[src/rtl/bram_port_arbiter.sv]
// bram_port_arbiter
// Shares one single-port 32-bit BRAM between two requesters. Port A (CPU
// pipeline) has fixed priority. Port B (boot loader / DMA) is protected by
// an anti-starvation counter: after MAX_WAIT consecutive denied cycles while
// requesting, B takes the next slot even if A is requesting.
//
// Handshake (both ports): a requester raises x_req together with x_write,
// x_wmask, x_wdata and x_addr, and holds all of them stable until it sees
// x_gnt=1. x_gnt is combinational and means "accepted this cycle"; the
// access is presented to the BRAM in that same cycle. A read completes one
// cycle later with x_rvalid=1 and x_rdata carrying the BRAM word. Writes
// never produce x_rvalid. Dropping x_req before a grant is allowed.

module bram_port_arbiter #(
    parameter int ADDR_WIDTH = 11,
    parameter int MAX_WAIT   = 4
) (
    input  logic                  clk,
    input  logic                  rstn,

    input  logic                  a_req,
    input  logic                  a_write,
    input  logic [3:0]            a_wmask,
    input  logic [31:0]           a_wdata,
    input  logic [ADDR_WIDTH-1:0] a_addr,
    output logic                  a_gnt,
    output logic                  a_rvalid,
    output logic [31:0]           a_rdata,

    input  logic                  b_req,
    input  logic                  b_write,
    input  logic [3:0]            b_wmask,
    input  logic [31:0]           b_wdata,
    input  logic [ADDR_WIDTH-1:0] b_addr,
    output logic                  b_gnt,
    output logic                  b_rvalid,
    output logic [31:0]           b_rdata,

    output logic                  mem_write,
    output logic [3:0]            mem_wmask,
    output logic [31:0]           mem_wdata,
    output logic [ADDR_WIDTH-1:0] mem_addr,
    input  logic [31:0]           mem_rdata
);

    // Saturation value of the 4-bit wait counter (MAX_WAIT is 1..15).
    localparam logic [3:0] WAIT_MAX = 4'(MAX_WAIT);

    logic [3:0] wait_cnt;
    logic       b_pri;
    logic       rd_a;
    logic       rd_b;

    // Grant decision: A wins by default, B wins when A is idle or when B has
    // been denied MAX_WAIT cycles in a row. Grants are held off during reset.
    always_comb begin
        b_pri = b_req && (wait_cnt == WAIT_MAX);
        b_gnt = rstn && b_req && (!a_req || b_pri);
        a_gnt = rstn && a_req && !b_gnt;
    end

    // Memory mux: the granted port drives the BRAM; with no grant the
    // address/data lines follow port A and no write strobe is issued.
    always_comb begin
        mem_addr  = a_addr;
        mem_wdata = a_wdata;
        mem_wmask = a_wmask;
        if (b_gnt) begin
            mem_addr  = b_addr;
            mem_wdata = b_wdata;
            mem_wmask = b_wmask;
        end
        mem_write = (a_gnt && a_write) || (b_gnt && b_write);
    end

    // Anti-starvation counter: counts consecutive denied cycles of a pending
    // B request, saturating at MAX_WAIT; cleared by a B grant or idle B.
    always_ff @(posedge clk or negedge rstn) begin
        if (!rstn) begin
            wait_cnt <= 4'd0;
        end else if (b_gnt || !b_req) begin
            wait_cnt <= 4'd0;
        end else if (wait_cnt != WAIT_MAX) begin
            wait_cnt <= wait_cnt + 4'd1;
        end
    end

    // Read-return tracking: remembers which port owns the BRAM word that
    // arrives in the next cycle. Reset discards any response in flight.
    always_ff @(posedge clk or negedge rstn) begin
        if (!rstn) begin
            rd_a <= 1'b0;
            rd_b <= 1'b0;
        end else begin
            rd_a <= a_gnt && !a_write;
            rd_b <= b_gnt && !b_write;
        end
    end

    // Response steering: read data is routed only to the owning port and
    // forced to zero elsewhere.
    always_comb begin
        a_rvalid = rd_a;
        b_rvalid = rd_b;
        a_rdata  = rd_a ? mem_rdata : 32'h0;
        b_rdata  = rd_b ? mem_rdata : 32'h0;
    end

endmodule

[config.mk]
export PLATFORM = sky130hd
export DESIGN_NAME = bram_port_arbiter
export DESIGN_NICKNAME = d
export VERILOG_FILES = /design/src/rtl/bram_port_arbiter.sv
export SDC_FILE = /design/constraint.sdc
export NUM_CORES = 1
export LEC_CHECK = 0
export BUFFER_PORTS_ARGS = -buffer_cell sky130_fd_sc_hd__buf_4
export CORE_AREA = 2 2 97 99
export CTS_CLUSTER_DIAMETER = 100
export DETAILED_ROUTE_END_ITERATION = 8
export DIE_AREA = 0 0 99 101
export PLACE_DENSITY = 0.59
export SKIP_LAST_GASP = 1
export SYNTH_ARGS = -nofsm -noshare
export SYNTH_HDL_FRONTEND = slang
export SYNTH_SLANG_ARGS = --single-unit
[constraint.sdc]
create_clock -name clk -period 1.5 [get_ports clk]
set_input_delay 0.075 -clock clk [delete_from_list [all_inputs] [get_ports clk]]
set_output_delay 0.075 -clock clk [all_outputs]
set_load 0.01 [all_outputs]
==> implementation parameters, run 1 <==
Parameter                              Value

Status
  Status    finished with violations
  Violated checks    setup timing

Route
  Detailed-route via count    around 2200
  Detailed Routing Iterations Pass 1    4
  DR vias/cell    approximately 4.0
  Routed length per instance    14.1 µm
  Residual antenna-violating net count after detailed routing    0
  Total routed wirelength    7550 µm
  Number of design rule violations left after detail routing    0
  DRT iter0 DRCs    17

Cells and area
  Share of final-layout standard cells stronger than drive strength 1    slightly below 80%
  Most frequent standard cell in the layout excluding fill and tap cells    sky130_fd_sc_hd__buf_4
  Most frequent cells in the layout    sky130_fd_sc_hd__buf_4, sky130_fd_sc_hd__and2_1, sky130_fd_sc_hd__mux2_4
  Number of antenna repair diodes    0
  FILL cells    887
  Net count, final    ~560
  Synthesis-to-layout area growth    182%

Timing
  Max Slew Vio Count    0
  Number of hold-slack violations in the final timing report    0
  Setup skew after layout    around 0.00063 ns
  Fin worst setup slack    -0.472 ns
  Sum of negative setup slack    -22.24 ns
  Crit path time final    1.97 ns
  Finish-stage setup viols    53
  Final worst-path cycle share    131%
  Upper clock frequency limit    approximately 500 MHz
  RSZ-0062 raised after global routing    yes
  Worst slew margin    between 80 and 90%
  Worst hold slack across all endpoints    about 0.020 ns
  Worst-Margin Slew    about 0.26 ns

Synthesis
  Flip-flop and latch count after synthesis    6
  Ranking of synthesized cells by area    sky130_fd_sc_hd__mux2_2, sky130_fd_sc_hd__and2_1, sky130_fd_sc_hd__dfrtp_1
  Post-Syn Instances    about 160
  Yosys Warn Count    0
  Number of nets in the synthesized netlist    approximately 300
  Portion of synthesized cell area occupied by the leading cell type    a little under a third
  Mean Syn Cell Area    approximately 8.5 µm²
  Post-synth top area cell    sky130_fd_sc_hd__mux2_2
  Share of synthesized area occupied by flip-flops and latches    between 10% and 20%
  Post-synth design cell area    between 0.001 and 0.0015 mm²
  Netlist cell types    24

Floorplan
  Top-level port count    248
  Floorplan die area    between 0.009 and 0.01 mm²
  Core Region    0.00898 mm²
  DIE WIDTH    approximately 99 µm
  # rows    35
  Die H    a little over 100 µm
  Initial core utilization    approximately 15%

Clock tree
  Number of sinks on the clock net    6
  Clock latency on the worst-skew pair    between 0.2 and 0.25 ns
  Clock Tree Buf Depth    2
  Total number of H-tree levels    1
  Clock transition at the registers of the reported paths    0.04 ns
  Clock Tree Root    sky130_fd_sc_hd__clkbuf_8
  Number of buffers added by the clock tree synthesis step    3
  CTS tree    built

Critical path
  Kind of end point of the critical path    primary output
  Maximum fanout along the worst path    8
  Startpoint kind of the worst setup timing path    register
  WP data arrival    ~1.9 ns
  Required time of the worst setup path    1.42 ns
  Crit Path Class    reg2out

Power
  Leakage    0.00209 µW
  Peak supply drop    roughly 160 µV
  Power density over cell area    roughly 380 mW/mm²

Min path
  Worst hold path class    in2reg

Global routing
  Total routing resource utilization after global routing    between 10% and 20%
  Pin count of the biggest net entering global routing    between 40 and 50
  Total congestion overflow    0
  Vias in the first global route    2098
  Number of antenna violations at the first check in global routing    0
  Wire length of the first global-routing pass    approximately 10000 µm

Placed design
  Placed wire-length estimate    6080 µm
  Count of input and output buffers    247
  Gp weighted congestion    0.774

Flow run
  Number of max-cap violations    0
-- final timing paths --
check | from | to | slack [ns] | depth (start not counted)
setup / recovery | wait_cnt[0] | mem_wdata[29] | -0.47 | 8
hold / removal | b_write | b_rvalid | 0.02 | 2
setup reg to reg | wait_cnt[0] | a_rvalid | -0.20 | 10
hold reg to reg | wait_cnt[1] | wait_cnt[1] | 0.64 | 3
max in group asynchronous | rstn | wait_cnt[3] | 1.03 | 3
min in group asynchronous | rstn | wait_cnt[1] | 0.33 | 3
-- report_power, final --
group          switching (µW)  internal (µW)  leakage (µW)
registers                9.93            176     0.0000810
logic                     367            690       0.00199
clock network            67.3            172     0.0000216
-- layer usage --
metal / vias to the layer above / wire length, µm / global-route usage, %
met2: 142 / 4200 / 23.8
li1: 1074 / - / -
met3: 4 / 833 / 3.68
met4: 0 / 39 / 2.74
met1: 952 / 2470 / 13.6
met5: - / 0 / 0
-- flip-flops by register name (all words and copies together) (netlist names) --
| signal | count |
|---|---|
| a_rvalid | 1 |
| wait_cnt | 4 |
| b_rvalid | 1 |
-- cell families after synthesis --
family / share of synthesized area, %
AOI/OAI and AO/OA: 4.19
xor gates and xnor gates: 0.638
adders and majority gates: 1.82
buffers and inverters: 5.83
DFF: 10.9
muxes: 39.3
and+or+nand+nor: 37.3
-- critical path, cell delays in order (launching register included) --
cell,delay [ns]
sky130_fd_sc_hd__dfrtp_1,0.39
sky130_fd_sc_hd__inv_2,0.09
sky130_fd_sc_hd__ha_4,0.15
sky130_fd_sc_hd__nand3b_4,0.09
sky130_fd_sc_hd__a21oi_4,0.17
sky130_fd_sc_hd__buf_12,0.16
sky130_fd_sc_hd__buf_6,0.14
sky130_fd_sc_hd__mux2_2,0.33
sky130_fd_sc_hd__buf_4,0.14
-- synthesized netlist by cell type --
cell type	instances
sky130_fd_sc_hd__nand4_1	1
sky130_fd_sc_hd__mux2_1	10
sky130_fd_sc_hd__o21a_1	2
sky130_fd_sc_hd__inv_1	2
sky130_fd_sc_hd__mux2i_1	1
sky130_fd_sc_hd__mux2_2	37
sky130_fd_sc_hd__xnor2_1	1
sky130_fd_sc_hd__a31oi_1	1
sky130_fd_sc_hd__nor2b_1	4
sky130_fd_sc_hd__ha_1	2
sky130_fd_sc_hd__dfrtp_1	6
sky130_fd_sc_hd__nand2_1	4
sky130_fd_sc_hd__buf_6	2
sky130_fd_sc_hd__and2_1	64
sky130_fd_sc_hd__nand3b_4	1
sky130_fd_sc_hd__clkbuf_2	1
sky130_fd_sc_hd__nand3_1	4
sky130_fd_sc_hd__buf_4	3
sky130_fd_sc_hd__and3b_1	1
sky130_fd_sc_hd__nor3_1	2
sky130_fd_sc_hd__nor2_1	2
sky130_fd_sc_hd__clkbuf_1	6
sky130_fd_sc_hd__a21oi_1	4
sky130_fd_sc_hd__a21oi_4	1
-- through the flow --
step                      power (µW)  cells  area, µm²  setup WS, ns  util (%)
after global routing            1570    537       3870        -0.547      43.2
after CTS                       1370    527       3540        -0.486      39.4
after floorplan                  537    162       1430       -0.0920         -
final                           1480    537       3870        -0.472      43.2
after global placement          1080    519       3440        -0.203      38.3
after detailed placement        1090    519       3440        -0.239      38.3
-- layout make-up --
class	instances	area [µm²]	area share, %
multi-input cells	142	1290	33.4
flip-flops and latches	6	150	3.87
inverters	2	7.51	0.194
well taps	111	139	3.58
repair buffers	273	2240	57.9
clock buffers	3	41.3	1.07
-- what timing repair did --
item                                   CTS  global route
cloned                                   0             6
setup endpoints to repair               50            53
gates resized for setup                  6            49
setup buffers                            4             5
endpoints found under the hold margin    6             0
pin swaps                                4             6
hold buffers                             1             0
Note: power is estimated with default switching activity, not from simulation.
==> run 2: changes to the inputs <==
--- a/config.mk
+++ b/config.mk
@@ -6,11 +6,11 @@
 export NUM_CORES = 1
 export LEC_CHECK = 0
 export BUFFER_PORTS_ARGS = -buffer_cell sky130_fd_sc_hd__buf_4
-export CORE_AREA = 2 2 97 99
+export CORE_AREA = 2 2 95 97
 export CTS_CLUSTER_DIAMETER = 100
 export DETAILED_ROUTE_END_ITERATION = 8
-export DIE_AREA = 0 0 99 101
-export PLACE_DENSITY = 0.59
+export DIE_AREA = 0 0 97 99
+export PLACE_DENSITY = 0.58
 export SKIP_LAST_GASP = 1
 export SYNTH_ARGS = -nofsm -noshare
 export SYNTH_HDL_FRONTEND = slang
==> constraint.sdc (replaced) <==
create_clock -name clk -period 2.54 [get_ports clk]
set_input_delay 0.127 -clock clk [delete_from_list [all_inputs] [get_ports clk]]
set_output_delay 0.127 -clock clk [all_outputs]
set_load 0.01 [all_outputs]
==> implementation parameters, run 2 (same netlist as run 1, synthesis figures left out) <==
Parameter                              Value

Min path
  Worst Hold Path Cells    2
  Terminating pin of the worst hold path    a_rvalid
  Worst min-delay path startpoint    a_write
  Worst hold path class    in2reg

Critical path
  Startpoint kind of the worst setup timing path    register
  List of cells traversed by the critical path    inv_1 -> ha_1 -> nand3b_4 -> a21oi_4 -> buf_12 -> mux2_2 -> buf_4
  Worst reg2reg path endpoint    b_rvalid
  Crit path max-delay family    buffers and inverters
  Reg2Reg Setup Slack    between 0.8 and 0.9 ns
  Worst R2R Path Depth    6
  Max incr delay on CP    around 0.4 ns
  Required time of the worst setup path    around 2.4 ns
  Standard cell with the maximum stage delay on the critical path    sky130_fd_sc_hd__dfrtp_1
  Kind of end point of the critical path    primary output
  Crit Path Class    reg2out
  Critical path buffer and inverter count    3
  WP data arrival    2.24 ns
  R2r startpoint    wait_cnt[0]
  Maximum fanout along the worst path    31

Cells and area
  Synthesis-to-layout area growth    145%
  Share of final-layout standard cells stronger than drive strength 1    a little over 70%
  Multi-input gate area    ~0.0011 mm²
  FILL cells    roughly 900
  Number of antenna repair diodes    0
  Max reg flops    4
  Register with the highest flop count    wait_cnt
  Register area    ~150 µm²
  Most frequent cells in the layout    sky130_fd_sc_hd__buf_4, sky130_fd_sc_hd__and2_1, sky130_fd_sc_hd__mux2_2
  Net count, final    539
  Most frequent standard cell in the layout excluding fill and tap cells    sky130_fd_sc_hd__buf_4
  Non-Filler Cell Area, Final    approximately 0.0034 mm²
  Utilization of the core after routing    39.4%

Global routing
  Total congestion overflow    0
  Total routing resource utilization after global routing    between 10 and 15%
  Number of antenna violations at the first check in global routing    0
  Wire length of the first global-routing pass    ~10000 µm
  Pin count of the biggest net entering global routing    34
  Vias in the first global route    2047

Timing
  Final worst-path cycle share    approximately 93%
  Setup skew after layout    approximately 0.0056 ns
  Upper clock frequency limit    approximately 420 MHz
  Sum of negative setup slack    0 ns
  Worst-Margin Slew    ~0.8 ns
  RSZ-0062 raised after global routing    no
  Finish-stage setup viols    0
  Worst slew margin    48.0%
  Max Slew Vio Count    0
  Worst hold slack across all endpoints    between 0.06 and 0.07 ns
  Crit path time final    2.37 ns
  Number of hold-slack violations in the final timing report    0

Placed design
  Total cell area at the placement stage    0.00332 mm²
  Count of input and output buffers    ~250
  Placed wire-length estimate    roughly 6000 µm
  Gp weighted congestion    around 0.85

Clock tree
  Number of buffers added by the clock tree synthesis step    3
  Count of buffers added by post-CTS timing repair for setup    0
  Hold buffer count at cts    1
  Clock Tree Root    sky130_fd_sc_hd__clkbuf_8
  Clock latency on the worst-skew pair    0.23 ns
  Number of sinks on the clock net    6
  Clock Tree Buf Depth    2
  Post-cts repair resize count    0
  CTS tree    built
  Total number of H-tree levels    1
  Clock transition at the registers of the reported paths    approximately 0.040 ns

Route
  DR vias/cell    about 4.0
  Number of design rule violations left after detail routing    0
  Residual antenna-violating net count after detailed routing    0
  Detailed Routing Iterations Pass 1    4
  DRT iter0 DRCs    21
  Total routed wirelength    roughly 6700 µm
  Detailed-route via count    ~2000
  Routed length per instance    13.0 µm

Power
  Peak supply drop    between 100 and 150 µV
  Leakage    0.00181 µW
  Final Total Pwr    between 700 and 800 µW
  Power density over cell area    about 220 mW/mm²

Floorplan
  Top-level port count    248
  Die H    ~99 µm
  Floorplan die area    0.00960 mm²
  # rows    34
  Initial core utilization    between 10% and 20%
  DIE WIDTH    97 µm
  Core Region    0.00855 mm²

Flow run
  Number of max-cap violations    0

Status
  Status    finished clean
==> run 2: cell types whose count changed in the layout (fill, tap and decap cells not counted), sizes merged <==
| cell | previous run | this run |
|---|---|---|
| clkbuf | 6 | 3 |
| buf | 269 | 249 |
==> run 2: worst max path at each step <==
| stage | cells after the start | slack, ns | endpoint | start |
|---|---|---|---|---|
| finish | 7 | 0.17 | mem_wdata[17] | wait_cnt[0] |
| floorplan | 7 | 0.76 | mem_wdata[10] | wait_cnt[0] |
| detailed placement | 7 | 0.39 | mem_wdata[1] | wait_cnt[0] |
| CTS | 7 | 0.15 | mem_wdata[17] | wait_cnt[0] |
| global placement | 7 | 0.45 | mem_wdata[1] | wait_cnt[0] |
| global route | 7 | 0.008 | mem_wdata[2] | wait_cnt[0] |
==> run 2: where the power goes <==
group	leakage [µW]	internal, µW	switching, µW
combinational	0.00171	305	170
sequential	0.0000810	103	16.3
clock	0.0000216	102	42.4
==> run 2: worst reg2reg max path: stages (launching register included) <==
cell	delay, ns
sky130_fd_sc_hd__dfrtp_1	0.40
sky130_fd_sc_hd__inv_1	0.09
sky130_fd_sc_hd__ha_1	0.23
sky130_fd_sc_hd__nand3b_4	0.14
sky130_fd_sc_hd__a21oi_4	0.38
sky130_fd_sc_hd__buf_4	0.26
sky130_fd_sc_hd__nor2b_1	0.15
==> run 2: cell type report <==
cell class / instances / area share (%)
Multi-Input combinational cell: 142 / 33.9
Inverter: 2 / 0.223
Timing Repair Buffer: 250 / 56.1
Tap cell: 108 / 4.01
Clock buffer: 3 / 1.23
Sequential cell: 6 / 4.46
==> run 2: metal layers <==
layer  vias to the layer above  track usage [%]  routed length (µm)
li1                       1026                -                   -
met1                       865             14.3                2360
met2                       155             23.9                3360
met3                         9             4.33                 860
met4                         0             2.49                  83
met5                         -                0                   0
==> run 2: per-stage QoR <==
stage          setup WS [ns]  instances
2_1_floorplan          0.764        162
3_3_place_gp           0.450        507
3_5_place_dp           0.385        507
4_1_cts                0.149        511
5_1_grt              0.00832        511
6_report               0.172        511
